[config.mk]
export PLATFORM = sky130hd
export DESIGN_NAME = sig_pulse_gen
export DESIGN_NICKNAME = d
export VERILOG_FILES = /design/src/rtl/sig_pulse_gen.sv
export SDC_FILE = /design/constraint.sdc
export NUM_CORES = 1
export LEC_CHECK = 0
export ABC_CLOCK_PERIOD_IN_PS = 12000
export BUFFER_PORTS_ARGS = -buffer_cell sky130_fd_sc_hd__buf_2
export CORE_AREA = 5 5 168 170
export CTS_CLUSTER_SIZE = 40
export DETAILED_ROUTE_END_ITERATION = 10
export DIE_AREA = 0 0 173 175
export GPL_TIMING_DRIVEN = 0
export PLACE_DENSITY_LB_ADDON = 0.08
export SETUP_SLACK_MARGIN = 0.15
export SLEW_MARGIN = 0
export SYNTH_ARGS = -nofsm -noshare
export SYNTH_HDL_FRONTEND = slang
export SYNTH_SLANG_ARGS = --single-unit
[constraint.sdc]
create_clock -name clk_i -period 12 [get_ports clk_i]
set_input_delay 1.8 -clock clk_i [delete_from_list [all_inputs] [get_ports clk_i]]
set_output_delay 1.8 -clock clk_i [all_outputs]
set_load 0.1 [all_outputs]
[src/rtl/sig_pulse_gen.sv]
// sig_pulse_gen: programmable periodic pulse generator.
//
// A config word (period, high, phase) is offered on a valid/ready port and
// held in a shadow register. The shadow moves into the active set only while
// idle or on the last LOW cycle, so a running train never gets a runt pulse.
// The first rising edge after a start comes 1+phase cycles after run_i is
// sampled high. Later periods are measured rising-to-rising and take exactly
// `period` cycles.
//
// Ports:
//   clk_i, arst_ni    clock, asynchronous active-low reset. Assertion is
//                     asynchronous; release is synchronised internally.
//   cfg_valid_i/ready cfg handshake. ready=0 while a shadow config is pending.
//   cfg_period_i      period in cycles (>= MIN_PERIOD)
//   cfg_high_i        high time in cycles (1 .. period-1)
//   cfg_phase_i       cycles from run start to the first rising edge
//   run_i             1 = generate, 0 = stop at the end of the current period
//   sig_o             registered output pulse train
//   busy_o            generator not idle
//   err_o             sticky: the last offered config was illegal
//   edge_cnt_o        rising edges since the last start (wraps)
//
// Optional feature, macro SIG_PULSE_GEN_BURST_EN: adds burst_len_i, which is
// captured with each config. A nonzero burst stops the generator after that
// many rising edges. run_i must then go low before a new start is accepted.

module sig_pulse_gen #(
    parameter int unsigned T_CNT_WIDTH = 32,
    parameter int unsigned MIN_PERIOD  = 4
) (
    input  logic                   clk_i,
    input  logic                   arst_ni,
    input  logic                   cfg_valid_i,
    output logic                   cfg_ready_o,
    input  logic [T_CNT_WIDTH-1:0] cfg_period_i,
    input  logic [T_CNT_WIDTH-1:0] cfg_high_i,
    input  logic [T_CNT_WIDTH-1:0] cfg_phase_i,
`ifdef SIG_PULSE_GEN_BURST_EN
    input  logic [T_CNT_WIDTH-1:0] burst_len_i,
`endif
    input  logic                   run_i,
    output logic                   sig_o,
    output logic                   busy_o,
    output logic                   err_o,
    output logic [T_CNT_WIDTH-1:0] edge_cnt_o
);

    // state      | meaning
    // S_IDLE     | output low; loads pending config; waits for run_i
    // S_PHASE_WAIT | counting start phase before the first rising edge
    // S_HIGH     | output high for `high` cycles
    // S_LOW      | output low for `period-high` cycles; reload point
    typedef enum logic [1:0] {
        S_IDLE       = 2'd0,
        S_PHASE_WAIT = 2'd1,
        S_HIGH       = 2'd2,
        S_LOW        = 2'd3
    } state_t;

    localparam logic [T_CNT_WIDTH-1:0] ONE     = T_CNT_WIDTH'(1);
    localparam logic [T_CNT_WIDTH-1:0] MIN_PER = T_CNT_WIDTH'(MIN_PERIOD);

    logic [1:0]             r_rst_sync;
    logic                   w_rst_n;
    state_t                 r_state, w_nxt;
    logic [T_CNT_WIDTH-1:0] r_cnt, w_cnt_nxt;
    logic                   w_cnt_zero;
    logic                   r_pending, r_act_vld, r_sig, r_err;
    logic [T_CNT_WIDTH-1:0] r_sh_high_m1, r_sh_low_m1, r_sh_phase;
    logic [T_CNT_WIDTH-1:0] r_act_high_m1, r_act_low_m1, r_act_phase;
    logic [T_CNT_WIDTH-1:0] r_edge_cnt;
    logic                   w_cfg_fire, w_cfg_legal, w_xfer, w_start;
    logic                   w_burst_done, w_burst_lock;

    // The reset asserts asynchronously and releases on a clock edge.
    always_ff @(posedge clk_i or negedge arst_ni) begin
        if (!arst_ni) r_rst_sync <= 2'b00;
        else          r_rst_sync <= {r_rst_sync[0], 1'b1};
    end
    assign w_rst_n = r_rst_sync[1];

    assign w_cfg_fire  = cfg_valid_i & ~r_pending;
    assign w_cfg_legal = (cfg_period_i >= MIN_PER) && (cfg_high_i != '0) &&
                         (cfg_high_i < cfg_period_i);
    assign w_cnt_zero  = (r_cnt == '0);

    // Shadow stores the lengths as N-1. LOW = period-high is computed once
    // here, so no subtractor sits in the counter compare path.
    always_ff @(posedge clk_i or negedge w_rst_n) begin
        if (!w_rst_n) begin
            r_sh_high_m1 <= '0;
            r_sh_low_m1  <= '0;
            r_sh_phase   <= '0;
        end else if (w_cfg_fire && w_cfg_legal) begin
            r_sh_high_m1 <= cfg_high_i - ONE;
            r_sh_low_m1  <= cfg_period_i - cfg_high_i - ONE;
            r_sh_phase   <= cfg_phase_i;
        end
    end

    always_ff @(posedge clk_i or negedge w_rst_n) begin
        if (!w_rst_n) begin
            r_pending     <= 1'b0;
            r_err         <= 1'b0;
            r_act_vld     <= 1'b0;
            r_act_high_m1 <= '0;
            r_act_low_m1  <= '0;
            r_act_phase   <= '0;
        end else begin
            if (w_xfer) begin
                r_pending     <= 1'b0;
                r_act_vld     <= 1'b1;
                r_act_high_m1 <= r_sh_high_m1;
                r_act_low_m1  <= r_sh_low_m1;
                r_act_phase   <= r_sh_phase;
            end else if (w_cfg_fire && w_cfg_legal) begin
                r_pending <= 1'b1;
            end
            if (w_cfg_fire) r_err <= ~w_cfg_legal;
        end
    end

`ifdef SIG_PULSE_GEN_BURST_EN
    logic [T_CNT_WIDTH-1:0] r_sh_burst, r_act_burst;
    logic                   r_burst_lock;

    always_ff @(posedge clk_i or negedge w_rst_n) begin
        if (!w_rst_n) begin
            r_sh_burst   <= '0;
            r_act_burst  <= '0;
            r_burst_lock <= 1'b0;
        end else begin
            if (w_cfg_fire && w_cfg_legal) r_sh_burst <= burst_len_i;
            if (w_xfer) r_act_burst <= r_sh_burst;
            // The lock is held until run_i drops, so a new start needs a fresh 0->1 on run_i.
            if (!run_i)
                r_burst_lock <= 1'b0;
            else if (r_state == S_LOW && w_cnt_zero && w_burst_done)
                r_burst_lock <= 1'b1;
        end
    end
    assign w_burst_done = (r_act_burst != '0) && (r_edge_cnt >= r_act_burst);
    assign w_burst_lock = r_burst_lock;
`else
    assign w_burst_done = 1'b0;
    assign w_burst_lock = 1'b0;
`endif

    always_ff @(posedge clk_i or negedge w_rst_n) begin
        if (!w_rst_n) begin
            r_state    <= S_IDLE;
            r_cnt      <= '0;
            r_sig      <= 1'b0;
            r_edge_cnt <= '0;
        end else begin
            r_state <= w_nxt;
            r_cnt   <= w_cnt_nxt;
            r_sig   <= (w_nxt == S_HIGH);
            if (w_start)
                r_edge_cnt <= '0;
            else if (w_nxt == S_HIGH && r_state != S_HIGH)
                r_edge_cnt <= r_edge_cnt + ONE;
        end
    end

    always_comb begin
        w_nxt     = r_state;
        w_cnt_nxt = r_cnt;
        w_xfer    = 1'b0;
        w_start   = 1'b0;
        case (r_state)
            S_IDLE: begin
                w_xfer = r_pending;
                // A config loaded on this same edge is already usable: take the phase from the shadow.
                if (run_i && (r_act_vld || r_pending) && !w_burst_lock) begin
                    w_nxt     = S_PHASE_WAIT;
                    w_start   = 1'b1;
                    w_cnt_nxt = r_pending ? r_sh_phase : r_act_phase;
                end
            end
            S_PHASE_WAIT: begin
                if (!run_i) begin
                    w_nxt = S_IDLE;
                end else if (w_cnt_zero) begin
                    w_nxt     = S_HIGH;
                    w_cnt_nxt = r_act_high_m1;
                end else begin
                    w_cnt_nxt = r_cnt - ONE;
                end
            end
            S_HIGH: begin
                if (w_cnt_zero) begin
                    w_nxt     = S_LOW;
                    w_cnt_nxt = r_act_low_m1;
                end else begin
                    w_cnt_nxt = r_cnt - ONE;
                end
            end
            S_LOW: begin
                if (w_cnt_zero) begin
                    w_xfer = r_pending;
                    if (run_i && !w_burst_done) begin
                        w_nxt     = S_HIGH;
                        w_cnt_nxt = r_pending ? r_sh_high_m1 : r_act_high_m1;
                    end else begin
                        w_nxt = S_IDLE;
                    end
                end else begin
                    w_cnt_nxt = r_cnt - ONE;
                end
            end
            default: w_nxt = S_IDLE;
        endcase
    end

    assign cfg_ready_o = ~r_pending;
    assign sig_o       = r_sig;
    assign busy_o      = (r_state != S_IDLE);
    assign err_o       = r_err;
    assign edge_cnt_o  = r_edge_cnt;

endmodule

==> impl_metrics.py, run 1 <==
metrics = {
    "routing": {
        "wl_met3_um": 2420,
        "wirelength_um": 41400,
        "wire_per_inst_um": 19.4,
        "detail_route.iter0.violations": 897,
        "via_count": 12813,
        "post_drt_via_cell_ratio": 5.99,
        "remaining_drc_errors": 0,
        "wl_met2_um": 19300,
        "antenna_left": 0,
        "metal1_wirelength_um": 18600,
        "uppermost_routed_layer": "met4",
        "firstDrtPassIters": 5,
    },
    "clocking": {
        "h-tree-depth": 1,
        "cts.reportedPaths.clkPinSlew_ns": 0.06,
        "hold_buffers": 0,
        "cts_root_buf": "clkbuf_16",
        "clock_tree.buffer_depth": 3,
        "cts_tree": "yes",
        "clk_latency_ns": 0.53,
        "cts_made_buffers": 27,
        "cts_sinks": 264,
        "ctsResizeCount": 0,
        "post_cts.repair.setup_buffers": 0,
    },
    "placed_design": {
        "place_congestion": 0.912,
        "dp.final_hpwl_um": 31600,
        "io_buffers": 135,
    },
    "synthesis": {
        "synth.largest_area_cell": "dfrtp_1",
        "synth_simple_gate_area_share": 0.118,
        "yosys.cell_types.count": 69,
        "synth_edf_count": 0,
        "synthesis.instances": 1611,
        "synth-compound-area-share": 0.161,
        "synthesis.area_per_instance_sq_um": 9.69,
        "synthXorXnorAreaFrac": 0.0522,
        "synthesized_net_count": 1782,
        "post_synth_main_area_contributors": "dfrtp_1 (42%), mux2_2 (11%), o21ai_0 (6.3%)",
        "main_combinational_cell_family_by_area_after_synthesis": "compound AO/OA/AOI/OAI gates",
        "area_fraction_of_the_dominant_cell_type_after_synthesis": 0.423,
        "ys_seq_elements": 264,
        "post_synth_instance_area_sq_mm": 0.0156,
        "ys.warnings.count": 0,
        "synthMuxAreaShare": 0.141,
        "ys_seq_area_frac": 0.423,
        "synth-adder-area-share": 0.0574,
        "asyncSetResetFlopFracSynth": 1.00,
        "ys.flop_type": "dfrtp_1",
    },
    "outcome": {
        "status": "completed",
    },
    "power": {
        "vdd_ir_drop_max_uv": 113,
        "report.power.total_uw": 4270,
        "p_per_area_mw_per_mm2": 239,
        "power_leakage_uw": 0.00808,
    },
    "die": {
        "placement_rows": 60,
        "floorplan.die.height_um": 175,
        "die_area_sq_mm": 0.0303,
        "initial_utilization": 0.588,
        "core_region_area_sq_mm": 0.0266,
        "pin_count": 136,
        "die_width_um": 173,
    },
    "timing": {
        "worst_slew_pin_slew_ns": 0.948,
        "setup_viol": 0,
        "worst_slew_margin_rel": 0.362,
        "finalClockSkew_ns": 0.0115,
        "tmin_final_ns": 5.02,
        "timing_max_transition_violations_final": 0,
        "unrepaired_setup_endpoints_after_global_routing": "no",
        "fin_crit_sh": 0.418,
        "fin_setup_tns_ns": 0,
        "hold_violations": 0,
        "fmax_mhz": 199,
    },
    "worst_setup_path": {
        "setup.worst_path.start_class": "input port",
        "cpMaxStageDelayCell": "or4_1",
        "crit_path_end_kind": "flop",
        "timing_worst_setup_path_type": "input port to flop",
        "critical_path.max_stage_delay_ns": 0.50,
        "cp_max_fo": 10,
        "timing.critical_path.arrival_ns": 5.43,
        "worstPathRequired_ns": 12.41,
        "crit_path_cell_trace": "buf_2, inv_1, ha_1, nor3b_2, nand2_1, or4_1, clkbuf_1, or4_1, clkbuf_1, o41ai_2, o21bai_2, buf_6, buf_6, mux2_1",
    },
    "cells_and_area": {
        "final_net_count": 1950,
        "area_delta_synth_final_pct": 14.2,
        "layout-drive-gt1-share": 0.205,
        "antenna_cells": 0,
        "final.fill_count": 2218,
    },
    "grt": {
        "grt.total_usage": 0.272,
        "largest_net_degree_at_the_start_of_global_routing": 73,
        "grt_first_pass_wirelength_um": 67900,
        "grt_pass1_vias": 12851,
        "initial_antenna_violation_count": 0,
        "overflow": 0,
    },
    "flow_run": {
        "cap_viol_max_count": 0,
    },
    "min_path": {
        "worst_hold_path_type": "flop to async pin",
    },
}
-- power breakdown --
part	total, uW	internal (uW)	switching (uW)
sequential	1560	1270	292
clock	957	604	353
combinational	1750	746	1010
-- cells in the final DEF (no fill, tap or decap), drive strengths merged, types with 7 or more instances in the layout --
cell type / netlist / layout
mux2i: 25 / 25
a32oi: 8 / 8
a211oi: 13 / 13
o221ai: 8 / 8
buf: 21 / 160
o21ai: 199 / 199
nor2: 88 / 88
and2: 7 / 7
ha: 70 / 70
nor3: 36 / 36
dfrtp: 264 / 264
nand3: 30 / 30
nand2b: 7 / 7
and4: 7 / 7
o21a: 11 / 11
bufinv: 0 / 7
a21oi: 76 / 76
mux2: 174 / 174
and3: 9 / 9
or3: 15 / 15
nand2: 137 / 137
xor2: 35 / 35
nor4: 22 / 22
a21o: 19 / 19
a31o: 7 / 7
clkbuf: 70 / 107
o31ai: 7 / 7
o211ai: 11 / 11
a31oi: 14 / 14
inv: 87 / 87
xnor2: 58 / 58
nand4: 15 / 15
-- per-layer routing --
layer,track usage,vias up
li1,-,6084
met1,0.381,6243
met2,0.451,419
met3,0.0309,67
met4,0.0748,0
met5,0,-
-- synthesized netlist by cell type, types with 8 or more instances --
| master | n |
|---|---|
| a211oi_1 | 13 |
| a21o_1 | 19 |
| a21oi_1 | 76 |
| a31oi_1 | 14 |
| a32oi_1 | 8 |
| and3_1 | 9 |
| buf_2 | 10 |
| clkbuf_1 | 70 |
| dfrtp_1 | 264 |
| ha_1 | 70 |
| inv_1 | 87 |
| mux2_1 | 26 |
| mux2_2 | 148 |
| mux2i_1 | 25 |
| nand2_1 | 137 |
| nand3_1 | 30 |
| nand4_1 | 15 |
| nor2_1 | 88 |
| nor3_1 | 35 |
| nor4_1 | 21 |
| o211ai_1 | 11 |
| o21a_1 | 11 |
| o21ai_0 | 196 |
| o221ai_1 | 8 |
| or3_1 | 15 |
| xnor2_1 | 58 |
| xor2_1 | 35 |
-- layout make-up --
class	instances	area [sq um]	share of cell area
inverters	87	327	0.0183
plain buffers	91	399	0.0224
clock buffers	37	783	0.0439
well taps	341	427	0.0239
clock inverters	10	233	0.0130
repair buffers	139	778	0.0436
flip-flops and latches	264	6610	0.370
multi-input cells	1169	8290	0.464
-- path summary, 6_finish.rpt --
check / end / start / depth (start not counted) / slack, ns
max in group asynchronous: r_cnt[5] / r_rst_sync[1] / 2 / 10.66
min: edge_cnt_o[14] / r_rst_sync[1] / 0 / 0.31
max: r_sh_low_m1[15] / cfg_high_i[1] / 14 / 6.98
min reg2reg: edge_cnt_o[14] / r_rst_sync[1] / 0 / 0.31
min in group clk_i: r_rst_sync[1] / r_rst_sync[0] / 0 / 0.36
max reg2reg: r_cnt[12] / r_cnt[0] / 12 / 7.74
-- flip-flops by register name (all words and copies together), names as in the netlist --
name / count
r_sh_low_m1: 32
r_act_low_m1: 32
r_act_vld: 1
edge_cnt_o: 32
r_pending: 1
sig_o: 1
err_o: 1
r_act_phase: 32
r_state: 2
r_act_high_m1: 32
r_sh_phase: 32
r_rst_sync: 2
r_sh_high_m1: 32
r_cnt: 32
-- critical path: cells and delay by family --
family,cells,cell delay [ns]
AND/OR/NAND/NOR,4,1.45
buffers and inverters,6,1.09
AO/OA/AOI/OAI,2,0.52
multiplexers,1,0.34
adder cells (fa/ha/maj),1,0.21
-- kinds of logic after synthesis --
group                      after synthesis
muxes                                  199
DFF                                    264
adders and majority gates               71
xor gates and xnor gates                93
buffers and inverters                  178
other                                    1
AOI/OAI and AO/OA                      417
and+or+nand+nor                        388
-- per-stage QoR --
step / std cells / utilization / worst slack, ns / hold slack [ns] / area (sq um)
floorplan: 1611 / - / 4.10 / 0.331 / 15600
global placement: 2087 / 0.629 / 1.17 / 0.335 / 16700
detailed placement: 2091 / 0.633 / 6.43 / 0.340 / 16800
CTS: 2138 / 0.671 / 6.96 / 0.342 / 17800
global route: 2138 / 0.671 / 6.80 / 0.379 / 17800
finish: 2138 / 0.671 / 6.98 / 0.314 / 17800
Note: power is estimated with default switching activity, not from simulation.
==> run 2, diff against run 1 <==
--- a/config.mk
+++ b/config.mk
@@ -5,7 +5,7 @@
 export SDC_FILE = /design/constraint.sdc
 export NUM_CORES = 1
 export LEC_CHECK = 0
-export ABC_CLOCK_PERIOD_IN_PS = 12000
+export ABC_CLOCK_PERIOD_IN_PS = 4700
 export BUFFER_PORTS_ARGS = -buffer_cell sky130_fd_sc_hd__buf_2
 export CORE_AREA = 5 5 168 170
 export CTS_CLUSTER_SIZE = 40
==> constraint.sdc (replaced) <==
create_clock -name clk_i -period 4.7 [get_ports clk_i]
set_input_delay 0.705 -clock clk_i [delete_from_list [all_inputs] [get_ports clk_i]]
set_output_delay 0.705 -clock clk_i [all_outputs]
set_load 0.1 [all_outputs]
==> run 2 against run 1 <==
Compared with the run above: sequential cell count unchanged; routed wire length about the same; sequential share of layout area increased by 0.14 points; count of clock-buffer cells in the layout decreased by 3; clock power increased by 140%; die area unchanged; final cell count about the same; critical endpoint is now r_act_low_m1[25].
==> impl_metrics.py, run 2 (synthesis gave the netlist of run 1 again) <==
metrics = {
    "outcome": {
        "status": "completed",
    },
    "timing": {
        "finalClockSkew_ns": 0.0166,
        "final.hold.worst_slack_ns": 0.347,
        "fin_crit_sh": 0.902,
        "unrepaired_setup_endpoints_after_global_routing": "no",
        "fin_setup_tns_ns": 0,
        "worst_slew_pin_slew_ns": 0.979,
        "hold_violations": 0,
        "fmax_mhz": 236,
        "setup_viol": 0,
        "timing_max_transition_violations_final": 0,
        "tmin_final_ns": 4.24,
        "worst_slew_margin_rel": 0.341,
    },
    "cells_and_area": {
        "antenna_cells": 0,
        "layout-drive-gt1-share": 0.205,
        "layout_commonest_cell": "dfrtp_1",
        "final_net_count": 1951,
        "area_delta_synth_final_pct": 13.8,
        "final_cell_mix": "dfrtp_1 (263), o21ai_0 (196), mux2_2 (148)",
        "layoutNonFillerInstCount": 2139,
    },
    "placed_design": {
        "placedCellCount": 2091,
        "dp.final_hpwl_um": 31600,
        "place_congestion": 0.910,
        "io_buffers": 135,
    },
    "routing": {
        "antenna_left": 0,
        "firstDrtPassIters": 5,
        "wirelength_um": 41400,
        "detail_route.iter0.violations": 979,
        "wire_per_inst_um": 19.4,
        "via_count": 12752,
        "post_drt_via_cell_ratio": 5.96,
        "remaining_drc_errors": 0,
    },
    "flow_run": {
        "cap_viol_max_count": 0,
    },
    "worst_setup_path": {
        "setup.worst_path.start_class": "flop",
        "crit_path_end_kind": "flop",
        "timing.critical_path.arrival_ns": 4.64,
        "timing_worst_setup_path_type": "flop to flop",
        "worstPathRequired_ns": 5.11,
        "cp_max_fo": 10,
    },
    "die": {
        "placement_rows": 60,
        "floorplan.die.height_um": 175,
        "pin_count": 136,
        "die_width_um": 173,
        "initial_utilization": 0.588,
        "core_region_area_sq_mm": 0.0266,
        "die_area_sq_mm": 0.0303,
    },
    "clocking": {
        "cts.reportedPaths.clkPinSlew_ns": 0.06,
        "clk_latency_ns": 0.54,
        "cts_root_buf": "clkbuf_16",
        "cts_made_buffers": 27,
        "h-tree-depth": 1,
        "cts_tree": "yes",
        "cts_sinks": 264,
        "clock_tree.buffer_depth": 3,
    },
    "grt": {
        "overflow": 0,
        "grt_first_pass_wirelength_um": 67300,
        "initial_antenna_violation_count": 0,
        "grt_pass1_vias": 12540,
        "grt.total_usage": 0.270,
        "largest_net_degree_at_the_start_of_global_routing": 67,
    },
    "power": {
        "power_leakage_uw": 0.00806,
        "vdd_ir_drop_max_uv": 299,
        "report.power.total_uw": 10700,
        "p_per_area_mw_per_mm2": 602,
    },
    "min_path": {
        "worst_hold_path_type": "flop to async pin",
    },
}
==> run 2: final cells by class <==
| type | instances | area, sq um |
|---|---|---|
| inverter | 87 | 327 |
| clock inverter | 13 | 180 |
| tap | 341 | 427 |
| buffer | 91 | 399 |
| sequential | 264 | 6610 |
| clock buffer | 34 | 752 |
| fill | 2183 | 8800 |
| timing repair buffer | 140 | 796 |
| multi-input combinational | 1169 | 8290 |
==> run 2: layer usage <==
layer | part of all wire | vias to the layer above | GRT usage
met4 | 0.025 | 0 | 0.0672
met3 | 0.061 | 72 | 0.0340
li1 | - | 6084 | -
met2 | 0.47 | 427 | 0.447
met1 | 0.45 | 6169 | 0.380
met5 | 0 | - | 0
==> run 2: path summary, 6_finish.rpt <==
check	startpoint	endpoint	slack [ns]	cells after the start
worst max-delay path	r_cnt[0]	r_act_low_m1[25]	0.46	12
worst min-delay path	r_rst_sync[1]	edge_cnt_o[14]	0.35	0
worst max register to register	r_cnt[0]	r_act_low_m1[25]	0.46	12
worst min register to register	r_rst_sync[1]	edge_cnt_o[14]	0.35	0
max in group asynchronous	r_rst_sync[1]	r_sh_high_m1[2]	3.31	2
min in group clk_i	r_rst_sync[0]	r_rst_sync[1]	0.36	0
==> run 2: power by group <==
part           switching, uW  leakage (uW)  internal (uW)
clock                    898      0.000452           1350
combinational           2570       0.00430           1910
sequential               750       0.00331           3230
total                   4220       0.00806           6490
==> run 2: through the flow <==
stage	setup slack [ns]	cell area (sq um)	util
after floorplan	0.371	15600	-
after global placement	-1.23	16700	0.629
after detailed placement	0.265	16800	0.633
after CTS	0.538	17800	0.669
after global routing	0.246	17800	0.669
final	0.462	17800	0.669
==> run 2: critical path: stages, from the launching register on <==
cell,delay [ns]
dfrtp_1,0.42
inv_1,0.09
ha_1,0.18
or3b_2,0.44
clkbuf_1,0.21
nor2_1,0.20
and4_1,0.20
clkbuf_1,0.38
a21oi_1,0.22
nor3_2,0.64
buf_2,0.40
buf_2,0.35
mux2_2,0.38
==> run 2: what timing repair did <==
| action | 4_1_cts | 5_1_grt |
|---|---|---|
| gates resized for setup | 0 | 0 |
| buffers inserted | 0 | 0 |
| hold buffers | 1 | 0 |
| hold endpoints to repair | 2 | 0 |
